### src/rtl/obstacle_scheduler.sv
// Obstacle sequencer for the lane-runner game: spawns one obstacle at a time in a pseudo-random lane,
// scrolls it once per frame, detects collision with the player and keeps score and speed.
module obstacle_scheduler #(
    parameter int          LANE_W        = 125,
    parameter int          SCREEN_H      = 480,
    parameter int          PLAYER_Y      = 400,
    parameter int          PLAYER_H      = 40,
    parameter int          SPAWN_GAP     = 30,
    parameter int          SPEED_INIT    = 2,
    parameter int          SPEED_MAX     = 8,
    parameter int          SPEEDUP_EVERY = 8,
    parameter logic [15:0] LFSR_SEED     = 16'hACE1
) (
    input  logic        ck,
    input  logic        rst,
    input  logic        frame_tick,
    input  logic        start,
    input  logic [1:0]  player_lane,
    output logic [8:0]  obs_x,
    output logic [9:0]  obs_y,
    output logic [3:0]  lane_n,
    output logic        active,
    output logic        game_over,
    output logic [15:0] score,
    output logic [3:0]  speed,
    output logic [1:0]  state
);

    localparam int GAP_W  = $clog2(SPAWN_GAP + 1);
    localparam int PASS_W = $clog2(SPEEDUP_EVERY + 1);

    localparam logic [GAP_W-1:0]  GAP_INIT     = GAP_W'(SPAWN_GAP);
    localparam logic [GAP_W-1:0]  GAP_ONE      = GAP_W'(1);
    localparam logic [PASS_W-1:0] PASS_LAST    = PASS_W'(SPEEDUP_EVERY - 1);
    localparam logic [10:0]       SCREEN_H_V   = 11'(SCREEN_H);
    localparam logic [10:0]       HIT_TOP      = 11'(PLAYER_Y);
    localparam logic [10:0]       HIT_END      = 11'(PLAYER_Y + PLAYER_H);
    localparam logic [3:0]        SPEED_INIT_V = 4'(SPEED_INIT);
    localparam logic [3:0]        SPEED_MAX_V  = 4'(SPEED_MAX);
    localparam logic [8:0]        LANE_W_V     = 9'(LANE_W);

    typedef enum logic [1:0] {
        S_IDLE = 2'd0,
        S_WAIT = 2'd1,
        S_FALL = 2'd2,
        S_OVER = 2'd3
    } state_t;

    state_t              state_q, state_d;
    logic [8:0]          obs_x_q, obs_x_d;
    logic [9:0]          obs_y_q, obs_y_d;
    logic [3:0]          lane_n_q, lane_n_d;
    logic                active_q, active_d;
    logic                game_over_q, game_over_d;
    logic [15:0]         score_q, score_d;
    logic [3:0]          speed_q, speed_d;
    logic [GAP_W-1:0]    gap_q, gap_d;
    logic [PASS_W-1:0]   pass_cnt_q, pass_cnt_d;
    logic [1:0]          prev_lane_q, prev_lane_d;
    logic [15:0]         lfsr_q, lfsr_d;

    logic [1:0]  cand;
    logic [1:0]  spawn_lane;
    logic [10:0] y_next;
    logic        passed;
    logic        hit;
    logic        spawn_now;

    // prev_lane always holds the lane of the obstacle currently on screen, so it doubles as the hit lane.
    assign cand       = lfsr_q[1:0];
    assign spawn_lane = (cand == prev_lane_q) ? cand + 2'd1 : cand;
    assign y_next     = {1'b0, obs_y_q} + {7'd0, speed_q};
    assign passed     = y_next >= SCREEN_H_V;
    assign hit        = (y_next >= HIT_TOP) && (y_next < HIT_END) && (player_lane == prev_lane_q);
    assign spawn_now  = frame_tick && (gap_q <= GAP_ONE);

    always_ff @(posedge ck or posedge rst) begin
        if (rst) begin
            state_q <= S_IDLE;
        end else begin
            // NOTE: every flop uses <= so all registers update from the same pre-edge values.
            state_q <= state_d;
        end
    end

    always_comb begin
        state_d = state_q;
        case (state_q)
            S_IDLE:  if (start) state_d = S_WAIT;
            S_WAIT:  if (spawn_now) state_d = S_FALL;
            S_FALL: begin
                if (frame_tick) begin
                    if (passed)   state_d = S_WAIT;
                    else if (hit) state_d = S_OVER;
                end
            end
            S_OVER:  if (start) state_d = S_WAIT;
            default: state_d = S_IDLE;
        endcase
    end

    always_ff @(posedge ck or posedge rst) begin
        if (rst) begin
            obs_x_q     <= '0;
            obs_y_q     <= '0;
            lane_n_q    <= 4'b1111;
            active_q    <= 1'b0;
            game_over_q <= 1'b0;
            score_q     <= '0;
            speed_q     <= SPEED_INIT_V;
            gap_q       <= '0;
            pass_cnt_q  <= '0;
            prev_lane_q <= '0;
            lfsr_q      <= LFSR_SEED;
        end else begin
            obs_x_q     <= obs_x_d;
            obs_y_q     <= obs_y_d;
            lane_n_q    <= lane_n_d;
            active_q    <= active_d;
            game_over_q <= game_over_d;
            score_q     <= score_d;
            speed_q     <= speed_d;
            gap_q       <= gap_d;
            pass_cnt_q  <= pass_cnt_d;
            prev_lane_q <= prev_lane_d;
            lfsr_q      <= lfsr_d;
        end
    end

    always_comb begin
        // NOTE: hold-by-default assignments keep this block free of inferred latches.
        obs_x_d     = obs_x_q;
        obs_y_d     = obs_y_q;
        lane_n_d    = lane_n_q;
        active_d    = active_q;
        game_over_d = game_over_q;
        score_d     = score_q;
        speed_d     = speed_q;
        gap_d       = gap_q;
        pass_cnt_d  = pass_cnt_q;
        prev_lane_d = prev_lane_q;
        lfsr_d      = {lfsr_q[0] ^ lfsr_q[2] ^ lfsr_q[3] ^ lfsr_q[5], lfsr_q[15:1]};

        case (state_q)
            S_IDLE, S_OVER: begin
                if (start) begin
                    gap_d       = GAP_INIT;
                    score_d     = '0;
                    speed_d     = SPEED_INIT_V;
                    pass_cnt_d  = '0;
                    game_over_d = 1'b0;
                    lane_n_d    = 4'b1111;
                    active_d    = 1'b0;
                end
            end
            S_WAIT: begin
                if (spawn_now) begin
                    gap_d       = '0;
                    prev_lane_d = spawn_lane;
                    obs_x_d     = LANE_W_V * {7'd0, spawn_lane};
                    obs_y_d     = '0;
                    lane_n_d    = ~(4'b0001 << spawn_lane);
                    active_d    = 1'b1;
                end else if (frame_tick) begin
                    gap_d = gap_q - GAP_ONE;
                end
            end
            S_FALL: begin
                if (frame_tick) begin
                    if (passed) begin
                        active_d = 1'b0;
                        lane_n_d = 4'b1111;
                        obs_y_d  = '0;
                        gap_d    = GAP_INIT;
                        if (score_q != 16'hFFFF) score_d = score_q + 16'd1;
                        if (pass_cnt_q == PASS_LAST) begin
                            pass_cnt_d = '0;
                            if (speed_q < SPEED_MAX_V) speed_d = speed_q + 4'd1;
                        end else begin
                            pass_cnt_d = pass_cnt_q + 1'b1;
                        end
                    end else begin
                        obs_y_d = y_next[9:0];
                        if (hit) game_over_d = 1'b1;
                    end
                end
            end
            default: ;
        endcase
    end

    always_comb begin
        state     = state_q;
        obs_x     = obs_x_q;
        obs_y     = obs_y_q;
        lane_n    = lane_n_q;
        active    = active_q;
        game_over = game_over_q;
        score     = score_q;
        speed     = speed_q;
    end

endmodule

### config.mk
export PLATFORM = sky130hd
export DESIGN_NAME = obstacle_scheduler
export DESIGN_NICKNAME = d
export VERILOG_FILES = /design/src/rtl/obstacle_scheduler.sv
export SDC_FILE = /design/constraint.sdc
export NUM_CORES = 1
export LEC_CHECK = 0
export ABC_AREA = 1
export BUFFER_PORTS_ARGS = -buffer_cell sky130_fd_sc_hd__buf_4
export CAP_MARGIN = 30
export CORE_MARGIN = 5
export CORE_UTILIZATION = 50
export CTS_BUF_LIST = sky130_fd_sc_hd__clkbuf_16
export CTS_CLUSTER_SIZE = 25
export DETAILED_ROUTE_END_ITERATION = 8
export GPL_TIMING_DRIVEN = 0
export PLACE_DENSITY = 0.76
export RECOVER_POWER = 50
export REMOVE_ABC_BUFFERS = 1
export SLEW_MARGIN = 20
export SYNTH_ARGS = -nofsm -noshare
export SYNTH_HDL_FRONTEND = slang
export SYNTH_SLANG_ARGS = --single-unit
### constraint.sdc
create_clock -name ck -period 2.3 [get_ports ck]
set_input_delay 0.23 -clock ck [delete_from_list [all_inputs] [get_ports ck]]
set_output_delay 0.23 -clock ck [all_outputs]
set_load 0.005 [all_outputs]
==> impl_results.md <==
* Comb power frac at about 43%
* Fraction of layout cells with a size suffix above 1 at between 20% and 30%
* DRT antenna net count at 0
* Reg power frac at between 20 and 30%
* Seq/Total Area, Yosys at between 40% and 50%
* CTS tree: yes
* Util after Layout at 65.0%
* Total GRT Usage at between 10% and 20%
* Commonest cells in the netlist: nand2_1, dfrtp_1, inv_1, nand3_1, nor2_1
* Cts bufs inserted at 9
* Synthesized area at 3970 um^2
* Vias at 3,430
* Leakage power at approximately 2.4 nW
* WL final at around 9.0 mm
* Setup WS post-layout at around 85 ps
* Port Buf Inserts at 52
* Crit path launch type: flip-flop
* Int Pwr at ~0.0035 W
* Synth top area cells: dfrtp_1, nand2_1, dfstp_2
* CP arrival at roughly 2400 ps
* Placer Congestion at slightly above 0.9
* HP Class: flip-flop to flip-flop
* Clk pin slew, worst setup/hold paths at about 70 ps
* Worst path max stage delay at around 420 ps
* EDFF count, synth at 0
* Worst-skew pair later-pin latency at approximately 330 ps
* DRC at 0
* Post-synth top area share at 35.3%
* Post-synth top area cell: dfrtp_1
* Syn Inst Count at between 400 and 500
* Max-slew headroom at 48.3%
* Max Clk Rate at 0.451 GHz
* Top_reg_cell synth: dfrtp_1
* CP Buf/Inv Count at 1
* Tcrit/Tclk final at 96.3%
* Final nets at between 500 and 600
* CP top delay family: simple AND/OR/NAND/NOR gates
* Final Max Slew Viols at 0
* I/O Pins at 53
* Chip width at ~99 um
* Pin count of the biggest net entering global routing at 54
* Top cell by count, worst path: nand2_4
* Clock skew at roughly 9.4 ps
* Num rows at 32
* Longest Clk Path Bufs at 2
* Pre-CTS WS at -571 ps
* Crit Path Category: flip-flop to flip-flop
* Area delta synth->final at 26.5%
* P per Cell Area at roughly 1100 nW/um^2
* Worst Path Max Fanout at 10
* Hold Violations, Final at 0
* Final setup viols at 0
* Antenna cells at 0
* DPL Wire Length at 5.83 mm
* Die Ht at 99.1 um
* Die ar. at roughly 9800 um^2
* H-tree lvl count at 3
* Seq cells post-synth at ~70
* Root buffer cell: clkbuf_16
* WP data required at between 2000 and 3000 ps
* Clk pwr share at roughly 28%
* Clock Sink Count at 69
* Crit-path cells: ha_4 -> fa_2 -> nand3_4 -> nand2_4 -> a21oi_2 -> nand2_2 -> nand2_4 -> buf_4 -> nand3_2 -> o21ai_0
* Actual slew at the worst max-slew pin at around 770 ps
* Drt pass-1 iters at 4
* Final worst path period need at about 2200 ps
* Async SR Flop Fraction at 100%
* Initial core utilization at slightly above 50%
* Switching Share at between 30 and 40%
* Netlist cell types at 42
* First-pass GRT wire length at between 10 and 15 mm
* Core Area at ~7700 um^2
* Filler instances at 613
* Power Total at around 0.0057 W
* Initial antenna violation count at 0
* Outcome: finished, final reports clean
* Yosys warning total at 0
* IR drop worst, VDD at between 600 and 700 uV
* Synthesized area per cell at 8.28 um^2
* Routed len/inst at 13.7 um
* Initial DRC Count at between 150 and 200
* Max-Cap Viols at 0
* Slowest CP cell: dfrtp_2
* Vias per cell at approximately 5.2
* Count leader, synth: nand2_1
* Crit end category: flip-flop
* Vias in the first global route at about 3,300
* Grt total ovfl at 0
* P_sw at 0.00225 W
-- layout make-up --
cell class | count | area (um^2) | area share (%)
clock buffer | 9 | 225 | 4.49
clock inverter | 7 | 121 | 2.42
inverter | 48 | 181 | 3.61
multi-input combinational | 352 | 2080 | 41.5
sequential | 69 | 1750 | 34.8
tap | 102 | 128 | 2.54
timing repair buffer | 68 | 533 | 10.6
-- worst paths after layout --
kind,start,endpoint,slack (ps),cells after the start
worst max register to register,speed[0],obs_y[2],80,10
worst min-delay path,lfsr_q[8],lfsr_q[7],340,0
worst max-delay path,speed[0],obs_y[2],80,10
max in group asynchronous,rst,speed[3],530,4
min in group asynchronous,rst,score[3],540,3
worst min register to register,lfsr_q[8],lfsr_q[7],340,0
-- metal layers --
metal	GRT usage [%]	wire length [um]	share of wire, %
met1	23.5	3930	44
met2	30.9	4440	49
met3	4.95	454	5.0
met4	5.88	174	1.9
met5	0	0	0
-- timing repair --
action | CTS | global route
buffers inserted | 5 | 9
cloned | 2 | 1
resized for setup | 13 | 24
hold buffers | 1 | 0
endpoints found under the hold margin | 15 | 0
endpoints found under the setup margin | 45 | 45
pin swaps | 1 | 7
-- metrics by stage --
stage	TNS, ps	hold slack [ps]	std cells	area, um^2
after floorplan	-2650	331	466	3830
after global placement	-39050	335	620	4350
after detailed placement	-13920	191	621	4380
after CTS	-6.90	348	645	4870
after global routing	-57.7	349	655	5020
final	0	344	655	5020
-- cells in the final DEF, fill, tap and decap left out, drive strengths merged, types with 14 or more instances in the layout --
cell type  netlist  layout
nand2          143     145
buf             10      62
dfrtp           56      56
nand3           48      49
inv             47      48
o21ai           38      38
nor2            35      35
ha              17      17
xor2            14      14
clkbuf           2      14
-- registers in the layout, indices dropped and copies added, names as in the netlist --
name and count:
lane_n 4, obs_y 10, state 2, active 1, gap_q 5, score 16
obs_x 6, lfsr_q 16, pass_cnt_q 4, game_over 1, speed 4
-- kinds of logic (layout without fill, tap and decap cells) --
family	count (synthesis)	in the layout	share of synthesized area [%]
xor gates and xnor gates	19	19	4.19
buffers and inverters	61	132	8.01
DFF	69	69	43.9
adders and majority gates	18	18	5.87
AOI/OAI and AO/OA	56	56	7.51
and+or+nand+nor	253	256	29.6
muxes	3	3	0.851
-- worst reg2reg max path, stage by stage (launching register included) --
cell and delay (ps):
dfrtp_2 420, ha_4 180, fa_2 380, nand3_4 120
nand2_4 70, a21oi_2 130, nand2_2 80, nand2_4 110
buf_4 120, nand3_2 220, o21ai_0 280
-- power groups by stage --
stage | logic (W) | registers, W | clock network, W
2_1_floorplan | 0.00129 | 0.00166 | 0
3_3_place_gp | 0.00184 | 0.00167 | 0
3_5_place_dp | 0.00190 | 0.00168 | 0
4_1_cts | 0.00222 | 0.00166 | 0.00164
5_1_grt | 0.00273 | 0.00169 | 0.00169
6_report | 0.00245 | 0.00167 | 0.00161
(Power assumes the default switching activity.)
